===== config.mk =====
export PLATFORM = sky130hd
export DESIGN_NAME = controlador_pantalla
export DESIGN_NICKNAME = d
export VERILOG_FILES = /design/src/rtl/controlador_pantalla.sv
export SDC_FILE = /design/constraint.sdc
export NUM_CORES = 1
export LEC_CHECK = 0
export BUFFER_PORTS_ARGS = -buffer_cell sky130_fd_sc_hd__buf_2
export CAP_MARGIN = 0
export CORE_MARGIN = 4
export CORE_UTILIZATION = 45
export CTS_CLUSTER_SIZE = 24
export DETAILED_ROUTE_END_ITERATION = 12
export PLACE_DENSITY_LB_ADDON = 0.1
export SLEW_MARGIN = 40
export SYNTH_ARGS = -nofsm -noshare
export SYNTH_HDL_FRONTEND = slang
export SYNTH_SLANG_ARGS = --single-unit

===== constraint.sdc =====
create_clock -name reloj -period 2.32 [get_ports reloj]
set_clock_uncertainty 0.15 [all_clocks]
set_input_delay 0.116 -clock reloj [delete_from_list [all_inputs] [get_ports reloj]]
set_output_delay 0.116 -clock reloj [all_outputs]
set_load 0.005 [all_outputs]

===== src/rtl/controlador_pantalla.sv =====
// Multiplexed 7-segment scan controller with frame-aligned A/B display arbitration.
// Optional leading-zero blanking when SUPRIMIR_CEROS_EN is defined.
module controlador_pantalla #(
  parameter int CANT_CIFRAS = 5,
  parameter int DIV_1MS     = 50000,
  parameter int T_APAGADO   = 8
) (
  input  logic                     reloj,
  input  logic                     reset,
  input  logic                     req_a,
  input  logic [4*CANT_CIFRAS-1:0] dato_a,
  input  logic                     req_b,
  input  logic [4*CANT_CIFRAS-1:0] dato_b,
  output logic                     ack_a,
  output logic                     ack_b,
  output logic                     fuente,
  output logic [3:0]               cifraBCD,
  output logic [CANT_CIFRAS-1:0]   pantalla
);

  localparam int IDX_W = (CANT_CIFRAS > 1) ? $clog2(CANT_CIFRAS) : 1;
  localparam int CNT_W = (DIV_1MS > 1) ? $clog2(DIV_1MS) : 1;
  localparam logic [IDX_W-1:0] IDX_LAST = IDX_W'(CANT_CIFRAS - 1);

  typedef enum logic {MOSTRAR = 1'b0, APAGAR = 1'b1} estado_t;

  estado_t                  estado;
  logic [CNT_W-1:0]         presc;
  logic [CNT_W-1:0]         blank_cnt;
  logic [IDX_W-1:0]         idx;
  logic [4*CANT_CIFRAS-1:0] registro;

  logic                     tick;
  logic                     fin_apagado;
  logic                     frontera;
  logic [IDX_W-1:0]         idx_sig;
  logic [4*CANT_CIFRAS-1:0] palabra_sig;
  logic [3:0]               digitos [CANT_CIFRAS];
  logic [CANT_CIFRAS-1:0]   visible;
  logic [CANT_CIFRAS-1:0]   habilita;

  assign tick        = (presc == CNT_W'(DIV_1MS - 1));
  assign fin_apagado = (estado == APAGAR) && (blank_cnt == CNT_W'(T_APAGADO - 1));
  assign frontera    = fin_apagado && (idx == IDX_LAST);
  assign idx_sig     = (idx == IDX_LAST) ? '0 : idx + 1'b1;

  // Word that will be on display after this edge; lets digit 0 bypass the latch.
  always_comb begin
    palabra_sig = registro;
    if (frontera && req_a)
      palabra_sig = dato_a;
    else if (frontera && req_b)
      palabra_sig = dato_b;
  end

  genvar gi;
  generate
    for (gi = 0; gi < CANT_CIFRAS; gi++) begin : g_cifra
      assign digitos[gi] = palabra_sig[4*gi +: 4];
`ifdef SUPRIMIR_CEROS_EN
      if (gi == 0) begin : g_d0
        assign visible[gi] = 1'b1;
      end else begin : g_dn
        // Digit stays dark when it and everything above it is zero.
        assign visible[gi] = |palabra_sig[4*CANT_CIFRAS-1 : 4*gi];
      end
`else
      assign visible[gi] = 1'b1;
`endif
    end
  endgenerate

  assign habilita = visible & (CANT_CIFRAS'(1) << idx_sig);

  always_ff @(posedge reloj) begin
    if (reset) begin
      estado    <= APAGAR;
      presc     <= '0;
      blank_cnt <= '0;
      idx       <= IDX_LAST;
      registro  <= '0;
      pantalla  <= '1;
      cifraBCD  <= 4'd0;
      ack_a     <= 1'b0;
      ack_b     <= 1'b0;
      fuente    <= 1'b0;
    end else begin
      ack_a <= 1'b0;
      ack_b <= 1'b0;
      presc <= tick ? '0 : presc + 1'b1;
      case (estado)
        MOSTRAR: begin
          if (tick) begin
            estado    <= APAGAR;
            pantalla  <= '1;
            blank_cnt <= '0;
          end
        end
        APAGAR: begin
          if (fin_apagado) begin
            estado   <= MOSTRAR;
            idx      <= idx_sig;
            registro <= palabra_sig;
            pantalla <= ~habilita;
            cifraBCD <= digitos[idx_sig];
            if (frontera) begin
              if (req_a) begin
                fuente <= 1'b0;
                ack_a  <= 1'b1;
              end else if (req_b) begin
                fuente <= 1'b1;
                ack_b  <= 1'b1;
              end
            end
          end else begin
            blank_cnt <= blank_cnt + 1'b1;
          end
        end
        default: estado <= APAGAR;
      endcase
    end
  end

endmodule


# ---- Word level (Yosys, flattened, before mapping)
# Cells that the tools add are included.
dict set report totals {
  register_bits 68
  output_inout_bits 12
  elab_cells 57
}
dict set report classes {
  n_shift 1
  n_addsub 3
  order_cmp 1
  n_reduce_logical 12
  n_eq_ne 6
  bitwise_logic 5
  mux 19
}
# op n
set ops {}
lappend ops {{20-bit two-way mux} 2}
lappend ops {{16-bit by 1-bit adder with 16-bit output (second input constant)} 2}
lappend ops {{16-bit two-way mux} 2}
lappend ops {{16-bit one-hot mux with 2 select lines} 1}
lappend ops {{16-bit == test (second input constant)} 1}
lappend ops {{16-bit by 3-bit == test with 1-bit output (second input constant)} 1}
lappend ops {{4-bit binary-select mux with 3-bit select} 1}
lappend ops {{5-bit two-way mux} 2}
lappend ops {{5-bit one-hot mux with 2 select lines} 1}
lappend ops {{4-bit two-way mux} 2}
lappend ops {{1-bit two-way mux} 6}
lappend ops {{2-bit AND reduction} 3}
lappend ops {{5-bit NOT} 1}
lappend ops {{5-bit OR reduction} 1}
lappend ops {{1-bit by 3-bit << shifter with 5-bit output (first input constant)} 1}
lappend ops {{4-bit greater-or-equal comparator (second input constant)} 1}
lappend ops {{1-bit logical AND} 4}
lappend ops {{2-bit inequality test (second input constant)} 2}
lappend ops {{3-bit NOT with 4-bit output} 1}
lappend ops {{4-bit AND reduction} 1}
lappend ops {{4-bit OR reduction} 1}
lappend ops {{3-bit by 1-bit adder with 3-bit output (second input constant)} 1}
lappend ops {{3-bit == test (second input constant)} 1}
lappend ops {{3-bit two-way mux} 1}
lappend ops {{other kinds (5)} 7}

# ---- Logic depth before layout (Yosys ltp)
# Gate-level depths: netlist (run 1).
dict set report depth {
  ltp_word 9
  depth_mapped 9
  mapped_depth_nobuf 8
}

# ---- Worst setup path before layout (run 1)
# No wires, ideal clock.
dict set report synth_path {
  path_kind {register -> register}
  startpoint {register blank_cnt[0]}
  endpoint {register cifraBCD[2]}
  slack_ns 0.281
  arrival_time_ns 1.759
  setup_time_ns 0.130
  stages_incl_launch_ff 9
  t_required_ns 2.040
  path_buffers 1
  cell_sequence {dfxtp_1 ha_1 nor4b_4 and4_4 buf_8 a21oi_1 o221a_1 a21oi_1 o311ai_1}
}
dict set report synth_via {
  elab_chain_len 9
}
# item line_no
set synth_lines {}
lappend synth_lines {{start, declared} 29} ;# logic [CNT_W-1:0] blank_cnt;
lappend synth_lines {{start signal, assigned} 116} ;# blank_cnt <= blank_cnt + 1'b1;
lappend synth_lines {{16-bit by 3-bit == test with 1-bit output (*)} 43} ;# assign fin_apagado = (estado == APAGAR) && (blank_cnt == CNT_W'(T_APAGADO - 1));
lappend synth_lines {{1-bit logical AND (*)} 43}
lappend synth_lines {{1-bit logical AND} 44} ;# assign frontera = fin_apagado && (idx == IDX_LAST);
lappend synth_lines {{1-bit logical AND} 52} ;# else if (frontera && req_b)
lappend synth_lines {{20-bit two-way mux} 52}
lappend synth_lines {{20-bit two-way mux} 50} ;# if (frontera && req_a)
lappend synth_lines {{4-bit binary-select mux with 3-bit select} 105} ;# cifraBCD <= digitos[idx_sig];
lappend synth_lines {{4-bit two-way mux (not written as such) (2 in a row)} 105}
lappend synth_lines {{end signal, assigned} 105}
lappend synth_lines {{end, declared} 17} ;# output logic [3:0] cifraBCD,
# Mark *: on every way between the ends. The rest lies on a longest branch, timed or not. The select of a mux whose other input is x is not followed.
# A chain may end at the register's enable or synchronous reset.

# ---- Worst setup path in the final report (run 1)
dict set report layout_path {
  startpoint {register idx[0]}
  endpoint {register pantalla[0]}
}
dict set report layout_via {
  elab_chain_len 6
}
# item line_no
set layout_lines {}
lappend layout_lines {{start, declared} 30} ;# logic [IDX_W-1:0] idx;
lappend layout_lines {{start signal, assigned} 102} ;# idx <= idx_sig;
lappend layout_lines {{3-bit by 1-bit adder with 3-bit output / 3-bit == test (equally long branches)} 45} ;# assign idx_sig = (idx == IDX_LAST) ? '0 : idx + 1'b1;
lappend layout_lines {{3-bit two-way mux (*)} 45}
lappend layout_lines {{net idx_sig[1]} 36} ;# logic [IDX_W-1:0] idx_sig;
lappend layout_lines {{1-bit by 3-bit << shifter with 5-bit output (*)} 73} ;# assign habilita = visible & (CANT_CIFRAS'(1) << idx_sig);
lappend layout_lines {{5-bit NOT (*)} 104} ;# pantalla <= ~habilita;
lappend layout_lines {{5-bit two-way mux (*)} 100} ;# if (fin_apagado) begin
lappend layout_lines {{5-bit one-hot mux with 2 select lines (*)} 91} ;# case (estado)
lappend layout_lines {{end signal, assigned} 104}
lappend layout_lines {{end, declared} 18} ;# output logic [CANT_CIFRAS-1:0] pantalla
# Mark *: on every way through the listed nets, which the timed path passes. The rest lies on a longest branch. The select of a mux whose other input is x is not followed.

==> impl_metrics.env, run 1 <==
export IMPL_cts_clk_slew_worst_paths_ps=70
export IMPL_finalSetupViolCount=0
export IMPL_synth_ff_type="dfxtp_1"
export IMPL_syn2layout_area_growth_pct=23.0
export IMPL_nNetsFinal=541
export IMPL_initial_core_util_pct=46.3
export IMPL_cp_max_fo=6
export IMPL_synthMostInstantiatedCell="dfxtp_1"
export IMPL_avgSynthCellArea_um2=8.95
export IMPL_critPathLaunch="idx[0]"
export IMPL_finalMaxSlewViolations=0
export IMPL_die_h_um=97.2
export IMPL_power_density_mw_per_mm2=514
export IMPL_hold_class="in -> reg"
export IMPL_ys_types=72
export IMPL_path_depth=7
export IMPL_rsz0062_at_grt="false"
export IMPL_wl_um=9190
export IMPL_coreArea_mm2=0.00773
export IMPL_clock_sinks=68
export IMPL_dieArea_mm2=0.00945
export IMPL_netlist_top_cells_count="dfxtp_1 (68), nor2_1 (59), nand2_1 (26)"
export IMPL_crit_family="simple AND/OR/NAND/NOR gates"
export IMPL_critical_path_buf_inv_count=2
export IMPL_setup_tns_ps=0
export IMPL_synth_top_area_share_pct=38.0
export IMPL_worstPathCellList="inv_1, ha_1, nor4b_1, buf_4, nand2b_1, mux2i_1, nand2b_1"
export IMPL_worstSetupEndpointType="flip-flop"
export IMPL_cts_buffers=9
export IMPL_layout_setup_ws_ps=140
export IMPL_drv_cap=0
export IMPL_grt_max_degree=20
export IMPL_portBuffers=55
export IMPL_grt_pass1_wl_um=15700
export IMPL_max_clock_freq_ghz=0.459
export IMPL_vias_per_cell=5.48
export IMPL_globalRouteOverflowTotal=0
export IMPL_tightest_slew_ps=614
export IMPL_fp_row_count=32
export IMPL_first_iter_violations=142
export IMPL_pre_cts_ws_ps=-52.2
export IMPL_ys_seq_elements=68
export IMPL_holdWs_ps=22.1
export IMPL_gp_congestion=0.842
export IMPL_p_leak_uw=0.00172
export IMPL_io_pins=56
export IMPL_netlist_top_cells_area="dfxtp_1 (38%), nor2_1 (6.2%), xor2_1 (3.2%), a21oi_1 (2.8%), nand2_1 (2.7%)"
export IMPL_yosysWarningCount=0
export IMPL_cts_root_buffer="clkbuf_8"
export IMPL_clk_latency_ps=340
export IMPL_criticalPathCategory="reg -> reg"
export IMPL_die_w_um=97.2
export IMPL_via_count=3267
export IMPL_drc=0
export IMPL_routedWlPerCell_um=15.4
export IMPL_critPathMostFrequentCell="nand2b_1"
export IMPL_grt_usage_pct=20.1
export IMPL_relSlewSlack_pct=58.5
export IMPL_multi_input_area_mm2=0.00208
export IMPL_h_tree_depth=3
export IMPL_fin_area_mm2=0.00440
export IMPL_r2r_start="idx[0]"
export IMPL_hpwl_um=6840
export IMPL_hold_viol=0
export IMPL_fill_cells=712
export IMPL_layout_drive_gt1_share_pct=27.1
export IMPL_peakVddDrop_v=0.000420
export IMPL_start_kind="flip-flop"
export IMPL_cts_tree="yes"
export IMPL_synth_largest_area_cell="dfxtp_1"
export IMPL_antenna_found_initial=0
export IMPL_grt_pass1_vias=3267
export IMPL_rr_worst_depth=7
export IMPL_dr_pass1_iters=4
export IMPL_seqCellArea_mm2=0.00136
export IMPL_worst_path_largest_cell_delay_ps=610
export IMPL_cts_buffer_depth=2
export IMPL_ant_nets=0
export IMPL_syn_inst=400
export IMPL_power_uw=2260
export IMPL_synth_edf_count=0
export IMPL_syn_area_mm2=0.00358
export IMPL_hp_start="dato_b[7]"
export IMPL_syn_nets=450
export IMPL_worstPathArrival_ps=2260
export IMPL_placed_area_mm2=0.00407
export IMPL_synthArstFlopShare_pct=0
export IMPL_status="complete, no violations"
export IMPL_diodes=0
export IMPL_period_minus_slack_ps=2180
export IMPL_holdPathStages=3
export IMPL_cp_slowest_cell="nor4b_1"
export IMPL_fin_crit_sh_pct=94.0
export IMPL_cp_required_ps=2400
export IMPL_ys_seq_area_share_pct=38.0
-- area by class of cell --
type,count,area share [%]
Multi-Input combinational cell,307,47.2
Clock buffer,12,3.75
Sequential cell,68,31.0
Inverter,8,0.682
Clock inverter,2,0.227
Tap cell,102,2.90
Timing Repair Buffer,97,14.3
-- metal layers --
metal / wire length [um] / GRT usage [%] / part of all wire (%) / up-vias
met3: 446 / 3.73 / 4.9 / 15
met4: 159 / 7.13 / 1.7 / 0
li1: - / - / - / 1638
met2: 4360 / 32.9 / 47 / 62
met5: 0 / 0 / 0 / -
met1: 4230 / 26.5 / 46 / 1552
-- metrics by stage --
step	util [%]	cells
2_1_floorplan	-	400
3_3_place_gp	52.6	567
3_5_place_dp	52.6	567
4_1_cts	56.4	592
5_1_grt	57.0	596
6_report	57.0	596
-- path summary, 6_finish.rpt --
kind | end | slack (ps)
setup / recovery | pantalla[0] | 140
hold / removal | registro[7] | 20
setup reg to reg | pantalla[0] | 140
hold reg to reg | presc[0] | 290
-- cell families after synthesis --
kind of cell	after synthesis	share of synthesized area, %
muxes	9	2.59
buffers and inverters	25	4.51
and+or+nand+nor	187	31.2
DFF	68	38.0
AOI/OAI and AO/OA	85	16.7
adders and majority gates	6	2.10
xor gates and xnor gates	20	4.89
-- cells in the final DEF (no fill, tap or decap), types with 3 or more instances in the layout --
cell type	n
nand2b_1	5
o31ai_1	3
xor2_1	13
o21ai_0	12
clkbuf_8	12
o22a_1	3
mux2i_1	6
xnor2_1	7
and3_1	8
o211ai_1	4
nor3_1	12
o22ai_1	15
nor2_1	59
dlygate4sd3_1	11
and2_1	5
nand4_1	9
a21oi_1	19
ha_1	6
or3_1	6
inv_1	8
nor4_4	3
nor3b_1	4
buf_2	55
nand3_1	13
a211oi_2	5
dfxtp_1	67
buf_4	30
nand3b_1	3
nor2b_1	7
nand2_1	26
-- flip-flops by register name (all words and copies together), names as in the netlist --
register / flops
pantalla: 5
ack_b: 1
estado: 1
cifraBCD: 4
ack_a: 1
registro: 20
presc: 16
blank_cnt: 16
fuente: 1
idx: 3
-- worst register-to-register path: stages (launching register included) --
cell      delay, ps
dfxtp_2         390
inv_1            80
ha_1            390
nor4b_1         610
buf_4           220
nand2b_1         50
mux2i_1         120
nand2b_1         60
-- timing repair --
| item | in CTS | in global routing |
|---|---|---|
| resized for setup | 1 | 4 |
| hold buffers | 11 | 0 |
| hold endpoints to repair | 9 | 0 |
| setup endpoints to repair | 4 | 13 |
| pin swaps | 0 | 1 |
| buffers inserted | 0 | 4 |
-- where the power goes --
group	internal [uW]	leakage [uW]	switching, uW
clock network	460	0.0000941	427
registers	1180	0.000550	9.27
logic	91.4	0.00108	95.6
total	1730	0.00172	532
Power figures use the tool's default switching activity.
==> run 2, diff against run 1 <==
==> constraint.sdc (replaced) <==
create_clock -name reloj -period 2.32 [get_ports reloj]
set_clock_uncertainty 0.15 [all_clocks]
set_input_delay 0.464 -clock reloj [delete_from_list [all_inputs] [get_ports reloj]]
set_output_delay 0.464 -clock reloj [all_outputs]
set_load 0.005 [all_outputs]
==> run 2 against run 1 <==
Against the previous run:
- cell count fell by 0.84%
- die area unchanged
- final area fell by 1.7%
- fmax increased by 1.7%
- critical path depth shrank 1
- clock-buffer cell count stayed put
- sequential cell count stayed put
- worst setup slack improved by 37 ps
- first-iteration DRC count grew 30%
- via count fell by 2.0%
- combinational power shrank 9%
- global-route usage shrank 0.77 points
==> impl_metrics.env, run 2 (synthesis gave the netlist of run 1 again) <==
export IMPL_status="complete, no violations"
export IMPL_grt_pass1_vias=3230
export IMPL_grt_pass1_wl_um=15200
export IMPL_peakVddDrop_v=0.000279
export IMPL_nNetsFinal=534
export IMPL_cts_tree="yes"
export IMPL_fp_row_count=32
export IMPL_regMostFlops="registro"
export IMPL_via_count=3201
export IMPL_power_density_mw_per_mm2=512
export IMPL_largest_register_ffs=20
export IMPL_cts_buffers=9
export IMPL_fin_area_mm2=0.00433
export IMPL_cp_max_fo=8
export IMPL_hold_viol=0
export IMPL_clock_sinks=68
export IMPL_h_tree_depth=3
export IMPL_hpwl_um=6700
export IMPL_portBuffers=55
export IMPL_reg2reg_slack_ps=180
export IMPL_period_minus_slack_ps=2140
export IMPL_cts_buffer_depth=2
export IMPL_vias_per_cell=5.42
export IMPL_p_leak_uw=0.00168
export IMPL_drv_cap=0
export IMPL_pre_cts_ws_ps=22.7
export IMPL_drc=0
export IMPL_criticalPathCategory="reg -> reg"
export IMPL_max_clock_freq_ghz=0.467
export IMPL_antenna_found_initial=0
export IMPL_postCtsHoldBufs=0
export IMPL_die_w_um=97.2
export IMPL_ant_nets=0
export IMPL_min_to="registro[15]"
export IMPL_die_h_um=97.2
export IMPL_hold_class="in -> reg"
export IMPL_worstSetupEndpointType="flip-flop"
export IMPL_finalMaxSlewViolations=0
export IMPL_start_kind="flip-flop"
export IMPL_layout_common_cells="dfxtp_1 (65), nor2_1 (58), buf_2 (55), buf_4 (32), nand2_1 (26)"
export IMPL_power_uw=2220
export IMPL_first_iter_violations=185
export IMPL_holdPathStages=3
export IMPL_layout_setup_ws_ps=177
export IMPL_cts_root_buffer="clkbuf_8"
export IMPL_relSlewSlack_pct=61.0
export IMPL_cts_clk_slew_worst_paths_ps=70
export IMPL_fill_cells=717
export IMPL_r2r_start="presc[10]"
export IMPL_globalRouteOverflowTotal=0
export IMPL_tightest_slew_ps=577
export IMPL_multi_input_area_mm2=0.00208
export IMPL_grt_max_degree=23
export IMPL_layout_drive_gt1_share_pct=29.0
export IMPL_seqCellArea_mm2=0.00137
export IMPL_gp_congestion=0.959
export IMPL_initial_core_util_pct=46.3
export IMPL_reg_top3="registro x20, blank_cnt x16, presc x16"
export IMPL_wl_um=8910
export IMPL_cp_required_ps=2400
export IMPL_syn2layout_area_growth_pct=20.8
export IMPL_rr_worst_depth=6
export IMPL_io_pins=56
export IMPL_clk_latency_ps=340
export IMPL_mostFrequentLayoutCell="dfxtp_1"
export IMPL_routedWlPerCell_um=15.1
export IMPL_placed_area_mm2=0.00409
export IMPL_dieArea_mm2=0.00945
export IMPL_dr_pass1_iters=4
export IMPL_diodes=0
export IMPL_coreArea_mm2=0.00773
export IMPL_reg2reg_to="blank_cnt[3]"
export IMPL_worstPathArrival_ps=2220
export IMPL_fin_crit_sh_pct=92.4
export IMPL_hp_start="dato_a[15]"
export IMPL_finalSetupViolCount=0
export IMPL_grt_usage_pct=19.3
export IMPL_dp_cells=572
export IMPL_layout_cells_non_filler=591
==> run 2: cell count changes in the layout (fill, tap and decap cells not counted), sizes merged <==
cell	before	now
clkinvlp	0	2
buf	86	90
dlygate4sd3	11	0
==> run 2: critical path: stages (launching register included) <==
cell and delay [ps]:
dfxtp_1 340, nor4b_1 340, nand4_1 320, mux2i_2 500, nand4_1 170, xor2_1 170
nor2_1 50
==> run 2: power by group <==
group	total [uW]	switching, uW	internal [uW]
clock	854	440	414
sequential	1190	10.4	1180
combinational	171	90.6	80.4
total	2220	541	1670
==> run 2: final cells by class <==
class | count | share of cell area, %
clock buffers | 12 | 3.36
clock inverters | 4 | 0.579
inverters | 8 | 0.694
multi-input cells | 307 | 48.2
flip-flops and latches | 68 | 31.6
well taps | 102 | 2.95
repair buffers | 90 | 12.7
==> run 2: worst max path at each step <==
| stage | startpoint | to | slack (ps) | cells past startpoint |
|---|---|---|---|---|
| final | presc[10] | blank_cnt[3] | 180 | 6 |
| after global routing | blank_cnt[0] | cifraBCD[2] | -20 | 9 |
| after CTS | presc[10] | blank_cnt[15] | 70 | 6 |
| after detailed placement | idx[0] | cifraBCD[2] | 20 | 7 |
| after global placement | idx[0] | cifraBCD[2] | 70 | 7 |
| after floorplan | blank_cnt[0] | cifraBCD[2] | 280 | 8 |
==> run 2: routing by layer <==
metal | vias up | track usage, % | part of all wire (%)
met2 | 63 | 31.9 | 48
met3 | 12 | 5.31 | 3.8
met1 | 1502 | 24.8 | 47
li1 | 1624 | - | -
met4 | 0 | 5.18 | 1.4
met5 | - | 0 | 0
==> run 2: what timing repair did <==
action                     in CTS  in global routing
setup endpoints to repair       1                 13
gates resized for setup         1                 12
setup buffers                   0                  3
pin swaps                       0                  2
==> run 2: stage by stage <==
stage                     TNS (ps)  util (%)  hold WS, ps
after detailed placement         0      52.9          289
after floorplan                  0         -          263
after CTS                        0      55.2          233
after global routing         -17.9      56.0          260
after global placement           0      52.9          273
final                            0      56.0          242
==> run 3, diff against run 2 <==
--- a/config.mk
+++ b/config.mk
@@ -7,8 +7,10 @@
 export LEC_CHECK = 0
 export BUFFER_PORTS_ARGS = -buffer_cell sky130_fd_sc_hd__buf_2
 export CAP_MARGIN = 0
+export CELL_PAD_IN_SITES_DETAIL_PLACEMENT = 1
+export CELL_PAD_IN_SITES_GLOBAL_PLACEMENT = 2
 export CORE_MARGIN = 4
-export CORE_UTILIZATION = 45
+export CORE_UTILIZATION = 34
 export CTS_CLUSTER_SIZE = 24
 export DETAILED_ROUTE_END_ITERATION = 12
 export PLACE_DENSITY_LB_ADDON = 0.1
==> run 3 against run 2 <==
Against the previous run:
- critical path depth grew 3
- global-route usage shrank 1.4 points
- sequential cell count is the same
- sequential power is essentially flat
- power grew 13%
- sequential share of layout area shrank 1.6 points
- non-clock buffer count grew 16
- highest routed layer unchanged
- first-iteration DRC count shrank 57%
- clock power grew 31%
- wire length grew 22%
==> impl_metrics.env, run 3 (synthesis gave the netlist of run 1 again) <==
export IMPL_status="complete, no violations"
export IMPL_drv_cap=0
export IMPL_initial_core_util_pct=34.8
export IMPL_period_minus_slack_ps=2190
export IMPL_via_count=3352
export IMPL_portBuffers=55
export IMPL_globalRouteOverflowTotal=0
export IMPL_clk_latency_ps=350
export IMPL_die_w_um=111
export IMPL_layout_cells_non_filler=640
export IMPL_cts_tree="yes"
export IMPL_p_leak_uw=0.00180
export IMPL_worstPathArrival_ps=2330
export IMPL_first_iter_violations=79
export IMPL_die_h_um=111
export IMPL_fp_row_count=37
export IMPL_tightest_slew_ps=568
export IMPL_pre_cts_ws_ps=5.21
export IMPL_grt_max_degree=17
export IMPL_clock_sinks=68
export IMPL_layout_drive_gt1_share_pct=31.5
export IMPL_regMostFlops="registro"
export IMPL_cts_buffer_depth=2
export IMPL_vias_per_cell=5.24
export IMPL_h_tree_depth=3
export IMPL_dieArea_mm2=0.0122
export IMPL_hold_class="in -> reg"
export IMPL_grt_usage_pct=17.9
export IMPL_finalMaxSlewViolations=0
export IMPL_layout_common_cells="dfxtp_1 (65), nor2_1 (58), buf_2 (55), buf_4 (48), nand2_1 (26)"
export IMPL_io_pins=56
export IMPL_routedWlPerCell_um=17.0
export IMPL_grt_pass1_vias=3360
export IMPL_drc=0
export IMPL_nNetsFinal=550
export IMPL_cp_max_fo=5
export IMPL_hold_viol=0
export IMPL_worstSetupEndpointType="flip-flop"
export IMPL_hpwl_um=8310
export IMPL_criticalPathCategory="reg -> reg"
export IMPL_reg_top3="registro x20, blank_cnt x16, presc x16"
export IMPL_rsz0062_at_grt="true"
export IMPL_peakVddDrop_v=0.000477
export IMPL_grt_pass1_wl_um=17700
export IMPL_syn2layout_area_growth_pct=27.4
export IMPL_power_uw=2500
export IMPL_cts_buffers=9
export IMPL_dp_cells=615
export IMPL_finalSetupViolCount=0
export IMPL_ant_nets=0
export IMPL_fill_cells=1232
export IMPL_largest_register_ffs=20
export IMPL_holdWs_ps=233
export IMPL_layout_setup_ws_ps=132
export IMPL_wl_um=10800
export IMPL_antenna_found_initial=0
export IMPL_power_density_mw_per_mm2=548
export IMPL_cts_root_buffer="clkbuf_8"
export IMPL_mostFrequentLayoutCell="dfxtp_1"
export IMPL_coreArea_mm2=0.0103
export IMPL_relSlewSlack_pct=61.4
export IMPL_fin_crit_sh_pct=94.3
export IMPL_gp_congestion=0.809
export IMPL_cts_clk_slew_worst_paths_ps=70
export IMPL_max_clock_freq_ghz=0.457
export IMPL_dr_pass1_iters=4
export IMPL_diodes=0
export IMPL_cp_required_ps=2460
export IMPL_start_kind="flip-flop"
## run 3: where the power goes
part,internal (uW),switching (uW)
combinational,88.7,97.7
clock,656,463
sequential,1180,12.6
total,1930,573
## run 3: metal layers
metal | up-vias | part of all wire (%) | track usage [%]
li1 | 1654 | - | -
met1 | 1640 | 49 | 24.4
met2 | 47 | 47 | 28.4
met3 | 11 | 3.3 | 3.89
met4 | 0 | 1.2 | 5.42
met5 | - | 0 | 0
## run 3: worst max-delay path, stage by stage (launching register included)
cell,delay (ps)
dfxtp_1,380
nor4_4,320
buf_4,180
nand4_4,140
nor3_4,360
buf_4,180
buf_6,100
nor2_1,50
nand3b_1,170
nand4_1,110
## run 3: what timing repair did
| action | CTS | global route |
|---|---|---|
| hold buffers | 0 | 0 |
| setup buffers | 0 | 10 |
| pin swaps | 0 | 2 |
| gates resized for setup | 1 | 11 |
| endpoints found under the setup margin | 2 | 16 |
## run 3: final cells by class
type | count | area, um2 | area share [%]
multi-input cells | 307 | 2090 | 45.9
flip-flops and latches | 68 | 1370 | 30.0
clock buffers | 11 | 151 | 3.32
clock inverters | 4 | 72.6 | 1.59
well taps | 136 | 170 | 3.73
repair buffers | 106 | 678 | 14.9
inverters | 8 | 30.0 | 0.658
## run 3: path summary, 6_finish.rpt
kind / startpoint / endpoint / slack, ps / cells after the start
max: blank_cnt[3] / cifraBCD[1] / 130 / 9
min: dato_a[15] / registro[15] / 230 / 3
max reg2reg: blank_cnt[3] / cifraBCD[1] / 130 / 9
min reg2reg: presc[0] / presc[0] / 310 / 1
## run 3: through the flow
step	setup TNS, ps	util, %	area (um2)
2_1_floorplan	0	-	3580
3_3_place_gp	0	41.0	4210
3_5_place_dp	0	41.0	4210
4_1_cts	0	43.2	4440
5_1_grt	-37.2	44.4	4560
6_report	0	44.4	4560
